`config.mk`:
```
export PLATFORM = sky130hd
export DESIGN_NAME = fetch_unit_flat
export DESIGN_NICKNAME = d
export VERILOG_FILES = /design/src/rtl/fetch_unit_pkg.sv /design/src/rtl/fetch_unit_if.sv /design/src/rtl/fetch_unit_fifo.sv /design/src/rtl/fetch_unit.sv /design/src/flat_wrapper.sv
export SDC_FILE = /design/constraint.sdc
export NUM_CORES = 1
export LEC_CHECK = 0
export BUFFER_PORTS_ARGS = -buffer_cell sky130_fd_sc_hd__buf_2
export CORE_MARGIN = 2
export CORE_UTILIZATION = 49
export DETAILED_ROUTE_END_ITERATION = 12
export PLACE_DENSITY = 0.67
export SYNTH_ARGS = -nofsm -noshare
export SYNTH_HDL_FRONTEND = slang
export SYNTH_HIERARCHICAL = 1
export SYNTH_SLANG_ARGS = --single-unit
```
`constraint.sdc`:
```
create_clock -name clk -period 3.5 [get_ports clk]
set_input_delay 0.175 -clock clk [delete_from_list [all_inputs] [get_ports clk]]
set_output_delay 0.175 -clock clk [all_outputs]
set_load 0.01 [all_outputs]
```
`src/rtl/fetch_unit_pkg.sv`:
```
// fetch_unit_pkg: shared definitions for the IF stage.
//   - default reset PC and fetch-buffer depth
//   - NOP encoding and branch-type codes shared with decode/EX
//   - fetch_entry_t: one buffered {pc, inst} pair
//   - pc_align(): force a PC to word alignment
package fetch_unit_pkg;

   localparam logic [31:0] DefResetPc   = 32'h0000_0000;
   localparam int unsigned DefFifoDepth = 2;
   localparam logic [31:0] InstNop      = 32'h0000_0013;  // addi x0, x0, 0

   typedef enum logic [2:0] {
      BrNone,
      BrBeq,
      BrBne,
      BrBlt,
      BrBge,
      BrBltu,
      BrBgeu,
      BrJump
   } br_type_e;

   typedef struct packed {
      logic [31:0] pc;
      logic [31:0] inst;
   } fetch_entry_t;

   function automatic logic [31:0] pc_align(input logic [31:0] addr);
      return addr & 32'hFFFF_FFFC;
   endfunction

endpackage

```
`src/rtl/fetch_unit_if.sv`:
```
// fetch_unit_if: bus bundle between the IF stage, instruction memory and decode.
//   imem_req_*  : fetch request channel (valid/ready, word address)
//   imem_resp_* : in-order response channel, no backpressure
//   if_*        : {pc, inst} handoff to decode (valid/ready)
// master = fetch unit view, slave = environment (imem + decode) view.
interface fetch_unit_if;
   import fetch_unit_pkg::*;

   logic        imem_req_valid;
   logic        imem_req_ready;
   logic [31:0] imem_req_addr;
   logic        imem_resp_valid;
   logic [31:0] imem_resp_data;
   logic        if_valid;
   logic        if_ready;
   logic [31:0] if_pc;
   logic [31:0] if_inst;

   modport master (
      output imem_req_valid,
      output imem_req_addr,
      input  imem_req_ready,
      input  imem_resp_valid,
      input  imem_resp_data,
      output if_valid,
      output if_pc,
      output if_inst,
      input  if_ready
   );

   modport slave (
      input  imem_req_valid,
      input  imem_req_addr,
      output imem_req_ready,
      output imem_resp_valid,
      output imem_resp_data,
      input  if_valid,
      input  if_pc,
      input  if_inst,
      output if_ready
   );

endinterface

```
`src/rtl/fetch_unit_fifo.sv`:
```
// fetch_unit_fifo: synchronous fetch buffer of DEPTH {pc, inst} entries.
//   clk, rst_n  : clock, asynchronous active-low reset
//   push/push_data : write an entry at the tail
//   pop         : drop the head entry (caller guarantees non-empty)
//   flush       : empty the buffer; overrides push and pop
//   count       : number of valid entries
//   head_valid/head : head entry, read straight from storage flops
module fetch_unit_fifo
   import fetch_unit_pkg::*;
#(
   parameter  int unsigned DEPTH = DefFifoDepth,
   localparam int unsigned PtrW  = $clog2(DEPTH),
   localparam int unsigned CntW  = PtrW + 1
) (
   input  logic            clk,
   input  logic            rst_n,
   input  logic            push,
   input  fetch_entry_t    push_data,
   input  logic            pop,
   input  logic            flush,
   output logic [CntW-1:0] count,
   output logic            head_valid,
   output fetch_entry_t    head
);

   fetch_entry_t    mem_q [DEPTH];
   fetch_entry_t    mem_d [DEPTH];
   logic [PtrW-1:0] wr_ptr_q, wr_ptr_d;
   logic [PtrW-1:0] rd_ptr_q, rd_ptr_d;
   logic [CntW-1:0] count_q, count_d;

   always_comb begin
      mem_d    = mem_q;
      wr_ptr_d = wr_ptr_q;
      rd_ptr_d = rd_ptr_q;
      count_d  = count_q;
      if (flush) begin
         wr_ptr_d = '0;
         rd_ptr_d = '0;
         count_d  = '0;
      end else begin
         if (push) begin
            mem_d[wr_ptr_q] = push_data;
            wr_ptr_d        = wr_ptr_q + PtrW'(1);
         end
         if (pop) begin
            rd_ptr_d = rd_ptr_q + PtrW'(1);
         end
         count_d = count_q + CntW'(push) - CntW'(pop);
      end
   end

   // Storage is reset too so the head reads as zero straight out of reset.
   always_ff @(posedge clk or negedge rst_n) begin
      if (!rst_n) begin
         mem_q    <= '{default: '0};
         wr_ptr_q <= '0;
         rd_ptr_q <= '0;
         count_q  <= '0;
      end else begin
         mem_q    <= mem_d;
         wr_ptr_q <= wr_ptr_d;
         rd_ptr_q <= rd_ptr_d;
         count_q  <= count_d;
      end
   end

   assign count      = count_q;
   assign head_valid = (count_q != '0);
   assign head       = mem_q[rd_ptr_q];

`ifndef SYNTHESIS
   always @(posedge clk) begin
      if (rst_n && !flush) begin
         assert (!(push && !pop && count_q == CntW'(DEPTH)))
            else $error("fetch_unit_fifo: push into full buffer");
         assert (!(pop && count_q == '0))
            else $error("fetch_unit_fifo: pop from empty buffer");
      end
   end
`endif

endmodule

```
`src/rtl/fetch_unit.sv`:
```
// fetch_unit: IF stage of the RV32I pipeline.
//   clk, rst_n      : clock, asynchronous active-low reset
//   branch_signal   : EX redirect strobe, single-cycle qualified
//   branch_target   : redirect PC (low two bits ignored)
//   bus (master)    : imem request/response channels and the {pc, inst} handoff to decode
// Owns the fetch PC, issues in-order word requests, tags returning words with their PC and
// buffers them for decode. A redirect flushes the buffer and turns every request still in
// flight into a stale one that is counted off and discarded on return.
module fetch_unit
   import fetch_unit_pkg::*;
#(
   parameter logic [31:0] RESET_PC   = DefResetPc,
   parameter int unsigned FIFO_DEPTH = DefFifoDepth
) (
   input  logic         clk,
   input  logic         rst_n,
   input  logic         branch_signal,
   input  logic [31:0]  branch_target,
   fetch_unit_if.master bus
);

   localparam int unsigned OutW  = $clog2(FIFO_DEPTH) + 1;
   // Stale words can briefly exceed the buffer depth across back-to-back redirects.
   localparam int unsigned DropW = $clog2(FIFO_DEPTH) + 2;

   logic [31:0]      pc_q, pc_d;
   logic [31:0]      resp_pc_q, resp_pc_d;
   logic [OutW-1:0]  outstanding_q, outstanding_d;  // live (non-stale) requests in flight
   logic [DropW-1:0] drop_cnt_q, drop_cnt_d;        // stale responses still to discard

   logic [OutW-1:0]  fifo_count;
   logic             fifo_head_valid;
   fetch_entry_t     fifo_head;
   fetch_entry_t     push_entry;

   logic credit_ok;
   logic req_valid;
   logic fire;
   logic drop_now;
   logic live_resp;
   logic push;
   logic pop;

   // Every live request is guaranteed a buffer slot, so responses never need backpressure.
   assign credit_ok = (32'(outstanding_q) + 32'(fifo_count)) < FIFO_DEPTH;
   assign req_valid = rst_n & ~branch_signal & credit_ok;
   assign fire      = req_valid & bus.imem_req_ready;

   assign drop_now  = bus.imem_resp_valid & (drop_cnt_q != '0);
   assign live_resp = bus.imem_resp_valid & ~drop_now;
   assign push      = live_resp & ~branch_signal;
   assign pop       = fifo_head_valid & bus.if_ready & ~branch_signal;

   assign push_entry = '{pc: resp_pc_q, inst: bus.imem_resp_data};

   always_comb begin
      pc_d          = pc_q;
      resp_pc_d     = resp_pc_q;
      outstanding_d = outstanding_q;
      drop_cnt_d    = drop_cnt_q;
      if (branch_signal) begin
         pc_d          = pc_align(branch_target);
         resp_pc_d     = pc_align(branch_target);
         outstanding_d = '0;
         // Whatever returns this cycle retires one pending word, stale or live.
         drop_cnt_d    = drop_cnt_q + DropW'(outstanding_q) - DropW'(bus.imem_resp_valid);
      end else begin
         if (fire) begin
            pc_d = pc_q + 32'd4;
         end
         if (push) begin
            resp_pc_d = resp_pc_q + 32'd4;
         end
         outstanding_d = outstanding_q + OutW'(fire) - OutW'(live_resp);
         if (drop_now) begin
            drop_cnt_d = drop_cnt_q - DropW'(1);
         end
      end
   end

   always_ff @(posedge clk or negedge rst_n) begin
      if (!rst_n) begin
         pc_q          <= RESET_PC;
         resp_pc_q     <= RESET_PC;
         outstanding_q <= '0;
         drop_cnt_q    <= '0;
      end else begin
         pc_q          <= pc_d;
         resp_pc_q     <= resp_pc_d;
         outstanding_q <= outstanding_d;
         drop_cnt_q    <= drop_cnt_d;
      end
   end

   fetch_unit_fifo #(
      .DEPTH (FIFO_DEPTH)
   ) u_fifo (
      .clk        (clk),
      .rst_n      (rst_n),
      .push       (push),
      .push_data  (push_entry),
      .pop        (pop),
      .flush      (branch_signal),
      .count      (fifo_count),
      .head_valid (fifo_head_valid),
      .head       (fifo_head)
   );

   assign bus.imem_req_valid = req_valid;
   assign bus.imem_req_addr  = pc_q;
   assign bus.if_valid       = fifo_head_valid;
   assign bus.if_pc          = fifo_head.pc;
   assign bus.if_inst        = fifo_head.inst;

`ifndef SYNTHESIS
   always @(posedge clk) begin
      if (rst_n) begin
         assert (!(bus.imem_resp_valid && outstanding_q == '0 && drop_cnt_q == '0))
            else $error("fetch_unit: response with nothing in flight");
         assert (32'(outstanding_q) <= FIFO_DEPTH)
            else $error("fetch_unit: outstanding overflow");
         assert (32'(drop_cnt_q) <= 2 * FIFO_DEPTH)
            else $error("fetch_unit: drop_cnt overflow");
      end
   end
`endif

endmodule

```
`src/flat_wrapper.sv`:
```
// flat-port wrapper written by rule: the top's interface ports become plain ports
module fetch_unit_flat import fetch_unit_pkg::*;
#(
   parameter logic [31:0] RESET_PC   = DefResetPc,
   parameter int unsigned FIFO_DEPTH = DefFifoDepth
)
  (clk, rst_n, branch_signal, branch_target, bus_imem_req_valid, bus_imem_req_addr, bus_imem_req_ready, bus_imem_resp_valid, bus_imem_resp_data, bus_if_valid, bus_if_pc, bus_if_inst, bus_if_ready);
  fetch_unit_if bus_i ();
  input  logic clk;
  input  logic rst_n;
  input  logic branch_signal;
  input  logic [31:0] branch_target;
  output wire logic [$bits(bus_i.imem_req_valid)-1:0] bus_imem_req_valid;
  output wire logic [$bits(bus_i.imem_req_addr)-1:0] bus_imem_req_addr;
  input wire logic [$bits(bus_i.imem_req_ready)-1:0] bus_imem_req_ready;
  input wire logic [$bits(bus_i.imem_resp_valid)-1:0] bus_imem_resp_valid;
  input wire logic [$bits(bus_i.imem_resp_data)-1:0] bus_imem_resp_data;
  output wire logic [$bits(bus_i.if_valid)-1:0] bus_if_valid;
  output wire logic [$bits(bus_i.if_pc)-1:0] bus_if_pc;
  output wire logic [$bits(bus_i.if_inst)-1:0] bus_if_inst;
  input wire logic [$bits(bus_i.if_ready)-1:0] bus_if_ready;
  assign bus_imem_req_valid = bus_i.imem_req_valid;
  assign bus_imem_req_addr = bus_i.imem_req_addr;
  assign bus_i.imem_req_ready = bus_imem_req_ready;
  assign bus_i.imem_resp_valid = bus_imem_resp_valid;
  assign bus_i.imem_resp_data = bus_imem_resp_data;
  assign bus_if_valid = bus_i.if_valid;
  assign bus_if_pc = bus_i.if_pc;
  assign bus_if_inst = bus_i.if_inst;
  assign bus_i.if_ready = bus_if_ready;
  fetch_unit #(.RESET_PC(RESET_PC), .FIFO_DEPTH(FIFO_DEPTH)) u_core (.clk(clk), .rst_n(rst_n), .branch_signal(branch_signal), .branch_target(branch_target), .bus(bus_i));
endmodule
```
==> results of run 1 <==
==> critical path: stages (launching register included) <==
cell and delay [ns]:
dfrtp_1 0.40, and2_1 0.18, fa_1 0.48, nand4bb_1 0.25, buf_4 0.23, or4_1 0.51, or4_1 0.51, a31oi_1 0.17
==> stage by stage <==
step,utilization [%],instances,hold WS [ns],cell area (um^2),total power (W)
2_1_floorplan,-,821,-0.121,10200,0.00453
3_3_place_gp,55.2,1225,0.172,11200,0.00526
3_5_place_dp,55.2,1225,0.172,11200,0.00532
4_1_cts,59.9,1291,0.00138,12200,0.00746
5_1_grt,60.0,1292,0.0153,12200,0.00783
6_report,60.0,1292,0.0266,12200,0.00738
==> sequential cells by signal, indices dropped and copies added (netlist names) <==
signal                    cells
u_core/bus.imem_req_addr     30
u_core/drop_cnt_q             3
u_core/outstanding_q          2
u_core/resp_pc_q             30
u_core/u_fifo/count           2
u_core/u_fifo/mem_q         128
u_core/u_fifo/rd_ptr_q        1
u_core/u_fifo/wr_ptr_q        1
==> cells by family (layout without fill, tap and decap cells) <==
logic type | count (synthesis) | count (layout) | share of synthesized area (%)
buffers and inverters | 65 | 266 | 4.21
flip-flops | 197 | 197 | 48.5
adder cells (fa/ha/maj) | 13 | 13 | 1.75
other | 1 | 6 | 0.0369
XOR/XNOR | 25 | 25 | 2.29
AND/OR/NAND/NOR | 229 | 229 | 13.1
AO/OA/AOI/OAI | 85 | 85 | 5.76
multiplexers | 201 | 201 | 24.4
==> layer usage <==
metal	track usage [%]	up-vias	routed length [um]
met5	0	-	0
met4	4.90	0	215
met3	3.77	16	1140
met2	31.7	215	10300
met1	32.0	3535	11200
li1	-	3408	-
==> cell usage after synthesis (5+ instances only) <==
cell type and n:
inv_1 19, o21ai_0 8, ha_1 11, nor4_1 22
nor3_1 27, a211oi_1 15, a31oi_1 16, a311oi_1 5
o31ai_1 13, nand3_1 24, and4_1 9, or3_1 7
or4_1 17, buf_6 9, clkbuf_1 17, a21oi_1 13
nor2_1 40, buf_12 6, dfrtp_1 197, mux2_1 5
nor2b_1 6, mux2_2 134, xnor2_1 17, nand4_1 15
nand2_1 27, mux2_4 60, buf_2 9, xor2_1 7
==> cell type report <==
cell class	instances	area (um^2)	area share, %
Clock buffer	18	439	3.61
Clock inverter	14	186	1.53
Inverter	20	75.1	0.616
Multi-Input combinational cell	559	4840	39.7
Sequential cell	197	4930	40.5
Tap cell	270	338	2.77
Timing Repair Buffer	214	1370	11.3
==> path summary, 6_finish.rpt <==
kind / startpoint / endpoint / slack [ns] / cells past startpoint
setup reg to reg: u_core/outstanding_q[0]$_DFF_PN0_ / u_core/bus.imem_req_addr[18]$_DFFE_PN0P_ / 0.69 / 7
hold reg to reg: u_core/u_fifo/mem_q[104]$_DFFE_PN0P_ / u_core/u_fifo/mem_q[104]$_DFFE_PN0P_ / 0.49 / 1
max in group asynchronous: rst_n / u_core/resp_pc_q[31]$_DFFE_PN0N_ / 2.09 / 3
min in group asynchronous: rst_n / u_core/u_fifo/mem_q[24]$_DFFE_PN0P_ / 0.28 / 2
hold / removal: branch_target[2] / u_core/resp_pc_q[2]$_DFFE_PN0N_ / 0.03 / 3
setup / recovery: u_core/outstanding_q[0]$_DFF_PN0_ / u_core/bus.imem_req_addr[18]$_DFFE_PN0P_ / 0.69 / 7
==> timing repair <==
item	in CTS	in global routing
setup endpoints to repair	0	0
endpoints found under the hold margin	115	1
gates resized for setup	0	0
hold buffers	34	1
setup buffers	0	0
==> power breakdown <==
group	internal, W	switching, W	total (W)
sequential	0.00279	0.000361	0.00315
clock	0.00117	0.000909	0.00208
combinational	0.00117	0.000977	0.00215
total	0.00513	0.00225	0.00738
==> flow_summary.ini, run 1 <==
[setup_path]
cp-start-kind = register
crit_arrival_ns = 3.16
worstPathRequired_ns = 3.85
path_max_fanout = 13
cp-end-kind = register
critPathKind = reg2reg

[grt]
grt_max_degree = 147
track_usage_pct = 21.1
grt_pass1_vias = 6941
grt_remaining_overflow = 0
grt_pass1_wl_mm = 37.0
antenna_found_initial = 0

[sta]
final.setup.worst_slack_ns = 0.688
hold_viol_final = 0
setup_viol = 0
fmax_mhz = 356
fin_setup_tns_ns = 0
rsz0062_at_grt = false
fin_skew_ns = 0.0112
drv_slew = 0
worstMarginPinSlew_ns = 0.929
finalCritPeriodShare_pct = 80.3
min_period_ns = 2.81
relSlewSlack_pct = 37.6

[cells_and_area]
area_delta_synth_final_pct = 19.7
antenna_cells = 0
final_common_cell = dfrtp_1
finalNetCount = 1092
drive_above_1_share_pct = 41.1
final_cell_mix = 196 x dfrtp_1, 162 x buf_2, 134 x mux2_2
fill_cells = 1681

[logic_synthesis]
avgSynthCellArea_um2 = 12.5
syn_area_um2 = 10200
ys.flop_type = dfrtp_1
synth_area_leaders = dfrtp_1 48%, mux2_2 15%, mux2_4 8.9%
yosys.area.top_type = dfrtp_1
ys_seq_area_share_pct = 48.5
yosysWarnings = 6
async_flop_share_pct = 100
synth-edff-count = 0
syn_inst = 816
synth_top_cell_area_share_pct = 48.5
synthDistinctLibCells = 65
synth-seq-cells = 197

[floorplan]
ioPinCount = 168
die_h_um = 148
fp.dieArea_um2 = 21900
die_w_um = 148
rows = 52
initial_utilization_pct = 50.1
core_um2 = 20300

[cts]
clock_path_buffers = 2
cts-root-buf = clkbuf_16
clock-sinks = 197
cts.clk_slew.worst_paths_ns = 0.07
cts-htree-levels = 4
numCtsBuffers = 17
clkLatencyLatePin_ns = 0.42
cts_tree = yes

[hold_path]
hp-class = in2reg

[place]
gp_congestion = 0.828
post-dp-hpwl_mm = 15.2
pre_cts_ws_ns = 0.713
port_buffers = 163

[detailed_routing]
viasPerCell = 5.55
drtIter0Drc = 403
dr.pass1.iters = 5
ant_nets = 0
post_drt_wl_per_cell_um = 17.6
drt_wl_total_mm = 22.8
num_vias = 7174
drc = 0

[pwr]
p_per_area_nw_per_um2 = 606
ir_drop_v = 0.000302
cellLeakagePower_nw = 5.70

[job]
cap_violations = 0

[run_status]
status = finished clean
No activity file was read; power rests on OpenSTA's default activity.
==> run 2: changes to the inputs <==
- clock period: 3.5 -> 2.77 ns (I/O delays scaled with it)
==> run 2 against run 1 <==
Effect of this change: sequential share of layout area down 0.40 points; final area up 1.0%; total power up 23%; flip-flop and latch count unchanged; utilization up 0.60 points; critical endpoint unchanged; largest cell class unchanged.
==> flow_summary.ini, run 2 (synthesized netlist as in run 1, its figures left out) <==
[run_status]
status = finished clean

[sta]
fmax_mhz = 387
hold_viol_final = 0
drv_slew = 0
setup_viol = 0
rsz0062_at_grt = false
fin_skew_ns = 0.0154
worstMarginPinSlew_ns = 0.794
fin_setup_tns_ns = 0
finalCritPeriodShare_pct = 93.3
relSlewSlack_pct = 47.1
min_period_ns = 2.59
final.setup.worst_slack_ns = 0.185
whs_ns = 0.0173

[setup_path]
timing.rr.end = u_core/bus.imem_req_addr[18]$_DFFE_PN0P_
timing.rr.start = u_core/outstanding_q[0]$_DFF_PN0_
path_max_fanout = 6
reg2reg_depth = 6
worstPathRequired_ns = 3.12
cp-end-kind = register
reg2reg_slack_ns = 0.18
crit_arrival_ns = 2.94
cp-start-kind = register
critPathKind = reg2reg

[place]
placed_area_um2 = 11300
post-dp-hpwl_mm = 15.7
pre_cts_ws_ns = 0.0325
gp_congestion = 0.859
port_buffers = 163

[detailed_routing]
post_drt_wl_per_cell_um = 18.0
viasPerCell = 5.56
drt_wl_total_mm = 23.6
ant_nets = 0
num_vias = 7283
drc = 0
drtIter0Drc = 511
dr.pass1.iters = 5

[floorplan]
initial_utilization_pct = 50.1
die_h_um = 148
fp.dieArea_um2 = 21900
ioPinCount = 168
die_w_um = 148
rows = 52
core_um2 = 20300

[cells_and_area]
area_delta_synth_final_pct = 20.9
final_common_cell = dfrtp_1
regMostFlops = u_core/u_fifo/mem_q
largest_reg_flops = 128
final_cell_mix = 196 x dfrtp_1, 162 x buf_2, 134 x mux2_2
antenna_cells = 0
final_area_um2 = 12300
finalNetCount = 1110
drive_above_1_share_pct = 41.3

[grt]
grt_remaining_overflow = 0
grt_pass1_wl_mm = 38.4
grt_max_degree = 139
antenna_found_initial = 0
track_usage_pct = 22.1
grt_pass1_vias = 7163

[cts]
cts-root-buf = clkbuf_16
post_cts_buffers = 0
numCtsBuffers = 17
clkLatencyLatePin_ns = 0.44
clock_path_buffers = 2
cts-htree-levels = 4
cts_tree = yes
cts.clk_slew.worst_paths_ns = 0.07
clock-sinks = 197

[hold_path]
min_path_cells = 3
hp-class = in2reg
holdPathEnd = u_core/bus.imem_req_addr[17]$_DFFE_PN0P_
hp-start = branch_target[17]

[pwr]
p_per_area_nw_per_um2 = 741
fin_total_pwr_w = 0.00911
ir_drop_v = 0.000379
cellLeakagePower_nw = 5.74

[job]
cap_violations = 0
[run 2: final cells by class]
class                      count  area, um^2
fill                        1641        8000
sequential                   197        4930
multi-input combinational    559        4860
timing repair buffer         232        1530
clock buffer                  18         439
tap                          270         338
clock inverter                14         121
inverter                      20        75.1
[run 2: per-stage QoR]
step	utilization, %	std cells
global placement	55.4	1232
CTS	60.5	1310
global route	60.6	1310
detailed placement	55.4	1232
floorplan	-	821
finish	60.6	1310
[run 2: worst max-delay path by stage]
stage | start | end | slack [ns] | cells after the start
after floorplan | u_core/outstanding_q[0]$_DFF_PN0_ | u_core/bus.imem_req_addr[17]$_DFFE_PN0P_ | 0.22 | 7
after global placement | u_core/outstanding_q[0]$_DFF_PN0_ | u_core/bus.imem_req_addr[13]$_DFFE_PN0P_ | 0.05 | 7
after detailed placement | u_core/outstanding_q[0]$_DFF_PN0_ | u_core/bus.imem_req_addr[13]$_DFFE_PN0P_ | 0.03 | 7
after CTS | u_core/outstanding_q[0]$_DFF_PN0_ | u_core/bus.imem_req_addr[18]$_DFFE_PN0P_ | 0.02 | 6
after global routing | u_core/outstanding_q[0]$_DFF_PN0_ | u_core/bus.imem_req_addr[17]$_DFFE_PN0P_ | 0.05 | 6
final | u_core/outstanding_q[0]$_DFF_PN0_ | u_core/bus.imem_req_addr[18]$_DFFE_PN0P_ | 0.18 | 6
[run 2: what timing repair did]
item | in CTS | in global routing
setup endpoints to repair | 0 | 12
resized for setup | 0 | 4
hold endpoints to repair | 141 | 0
hold buffers | 46 | 0
[run 2: where the power goes]
group / internal (W) / switching [W]
combinational: 0.00151 / 0.00126
clock: 0.00120 / 0.00117
sequential: 0.00353 / 0.000455
[run 2: critical path, cell delays in order (launching register included)]
cell and delay, ns:
dfrtp_1 0.40, and2_1 0.18, fa_1 0.49, nand4bb_4 0.27, or4_4 0.49, or4_1 0.49
a31oi_1 0.20
[run 2: per-layer routing]
| layer | vias up | wire [um] | global-route usage [%] |
|---|---|---|---|
| met1 | 3543 | 11200 | 32.6 |
| met3 | 27 | 1420 | 4.42 |
| met2 | 267 | 10500 | 33.4 |
| met5 | - | 0 | 0 |
| li1 | 3446 | - | - |
| met4 | 0 | 380 | 6.14 |
==> run 3: changes to the inputs <==
- GPL_TIMING_DRIVEN: default -> 0
==> run 3 against run 2 <==
Effect of this change: the run now ends with hold timing left; non-clock buffer count rose by 26; clock skew shrank 0.0044 ns; sequential power about the same; flip-flop and latch count did not move; clock power grew 4%; total power up 1.6%; final area is 1.6% higher; register-to-register slack got worse by 0.16 ns; utilization grew 0.95 points; cell count rose by 2.0%; largest power group unchanged; highest routed layer unchanged.
==> flow_summary.ini, run 3 (synthesized netlist as in run 1, its figures left out) <==
[place]
post-dp-hpwl_mm = 17.5
pre_cts_ws_ns = -0.660
port_buffers = 163
numPlacedInstances = 1255
placed_area_um2 = 11400
gp_congestion = 0.882

[sta]
setup_viol = 0
relSlewSlack_pct = 23.6
final.setup.worst_slack_ns = 0.0280
fin_setup_tns_ns = 0
whs_ns = -0.297
worstMarginPinSlew_ns = 1.14
rsz0062_at_grt = true
fin_skew_ns = 0.0111
fmax_mhz = 365
hold_viol_final = 98
drv_slew = 0
min_period_ns = 2.74
finalCritPeriodShare_pct = 99.0

[cells_and_area]
final_common_cell = dfrtp_1
utilization_pct = 61.5
fill_cells = 1644
regMostFlops = u_core/u_fifo/mem_q
largest_reg_flops = 128
drive_above_1_share_pct = 41.1
finalNetCount = 1136
final_area_um2 = 12500
area_delta_synth_final_pct = 22.8
final_cell_mix = 197 x dfrtp_1, 170 x buf_2, 134 x mux2_2
final_cells = 1336
antenna_cells = 0

[grt]
grt_remaining_overflow = 0
grt_pass1_vias = 7281
use_met2_pct = 35.9
grtUsageMet1_pct = 33.3
grt_pass1_wl_mm = 39.8
track_usage_pct = 23.4
top_usage_layer = met2
met3_usage_pct = 4.88
antenna_found_initial = 0
grt_max_degree = 103

[cts]
cts-root-buf = clkbuf_16
clkLatencyLatePin_ns = 0.43
cts.clk_slew.worst_paths_ns = 0.07
cts_tree = yes
cts-htree-levels = 4
clock_path_buffers = 2
cts_hold_buf = 46
numCtsBuffers = 17
clock-sinks = 197

[setup_path]
cpMostUsedCell = or4_1
timing.rr.start = u_core/u_fifo/count[0]$_DFF_PN0_
critPathTopFamily = simple AND/OR/NAND/NOR gates
timing.rr.end = u_core/bus.imem_req_addr[17]$_DFFE_PN0P_
max_stage_delay_ns = 0.52
crit_end = u_core/bus.imem_req_addr[17]$_DFFE_PN0P_
reg2reg_slack_ns = 0.03
worstPathRequired_ns = 3.12
cp.buffers_inverters = 1
cp-end-kind = register
critPathKind = reg2reg
cp-start-kind = register
crit_arrival_ns = 3.09
crit_start = u_core/u_fifo/count[0]$_DFF_PN0_
crit_chain = and2_1 > fa_1 > nand4bb_4 > or4_1 > buf_4 > or4_1 > a31oi_1
path_max_fanout = 9
cpMaxStageDelayCell = or4_1
path_depth = 7
reg2reg_depth = 7

[detailed_routing]
drc = 0
drtIter0Drc = 455
drt_wl_total_mm = 25.4
num_vias = 7513
viasPerCell = 5.62
dr.pass1.iters = 5
ant_nets = 0
post_drt_wl_per_cell_um = 19.0

[pwr]
seq_power_share_pct = 42.8
p_comb_share_pct = 30.5
cellLeakagePower_nw = 5.86
p_switching_w = 0.00292
ir_drop_v = 0.000417
p_per_area_nw_per_um2 = 741
switching_share_pct = 31.5
p_int_w = 0.00634
power_frac_clock_pct = 26.6

[floorplan]
initial_utilization_pct = 50.1
ioPinCount = 168
fp.dieArea_um2 = 21900
core_um2 = 20300
rows = 52
die_h_um = 148
die_w_um = 148

[job]
cap_violations = 0

[hold_path]
hp-class = in2async

[run_status]
status = finished, violations left
violations = hold timing
## run 3: changes by cell type in the layout (fill, tap and decap cells not counted), moves of 3 or more
cell / previous run / this run
buf_2: 162 / 170
buf_4: 17 / 6
clkbuf_1: 0 / 16
inv_6: 1 / 4
buf_6: 0 / 9
clkinv_4: 5 / 0
## run 3: power by group through the flow
stage / sequential, W / combinational, W / clock (W)
floorplan: 0.00390 / 0.00182 / 0
global placement: 0.00399 / 0.00269 / 0
detailed placement: 0.00401 / 0.00275 / 0
CTS: 0.00396 / 0.00285 / 0.00253
global route: 0.00407 / 0.00309 / 0.00266
finish: 0.00397 / 0.00283 / 0.00246
## run 3: metrics by stage
step | total power, W | hold slack, ns
after detailed placement | 0.00676 | 0.222
after global routing | 0.00981 | -0.229
after global placement | 0.00669 | 0.382
after CTS | 0.00934 | -0.245
final | 0.00926 | -0.297
after floorplan | 0.00572 | -0.157
## run 3: metal layers
metal  wire, um  part of all wire, %
met1      11700                   46
met2      11500                   45
met3       1630                  6.4
met4        527                  2.1
met5          0                    0
## run 3: worst min-delay path by stage
stage                                                     endpoint  slack, ns  depth (start not counted)
after floorplan           u_core/bus.imem_req_addr[10]$_DFFE_PN0P_      -0.16                          0
after global placement         u_core/u_fifo/mem_q[18]$_DFFE_PN0P_       0.38                          2
after detailed placement       u_core/u_fifo/mem_q[28]$_DFFE_PN0P_       0.22                          1
after CTS                      u_core/u_fifo/mem_q[28]$_DFFE_PN0P_      -0.25                          1
after global routing           u_core/u_fifo/mem_q[28]$_DFFE_PN0P_      -0.23                          1
final                          u_core/u_fifo/mem_q[28]$_DFFE_PN0P_      -0.30                          1
## run 3: area by class of cell
type	count	area, um^2	share of cell area (%)
plain buffers	45	362	2.89
clock buffers	20	447	3.58
clock inverters	12	133	1.06
inverters	20	75.1	0.601
multi-input cells	559	4870	39.0
flip-flops and latches	197	4930	39.5
well taps	270	338	2.70
repair buffers	213	1340	10.7
## run 3: timing repair
action / in CTS / in global routing
pin swaps: 1 / 1
hold endpoints to repair: 185 / 98
endpoints found under the setup margin: 135 / 121
buffers inserted: 3 / 0
gates resized for setup: 9 / 3
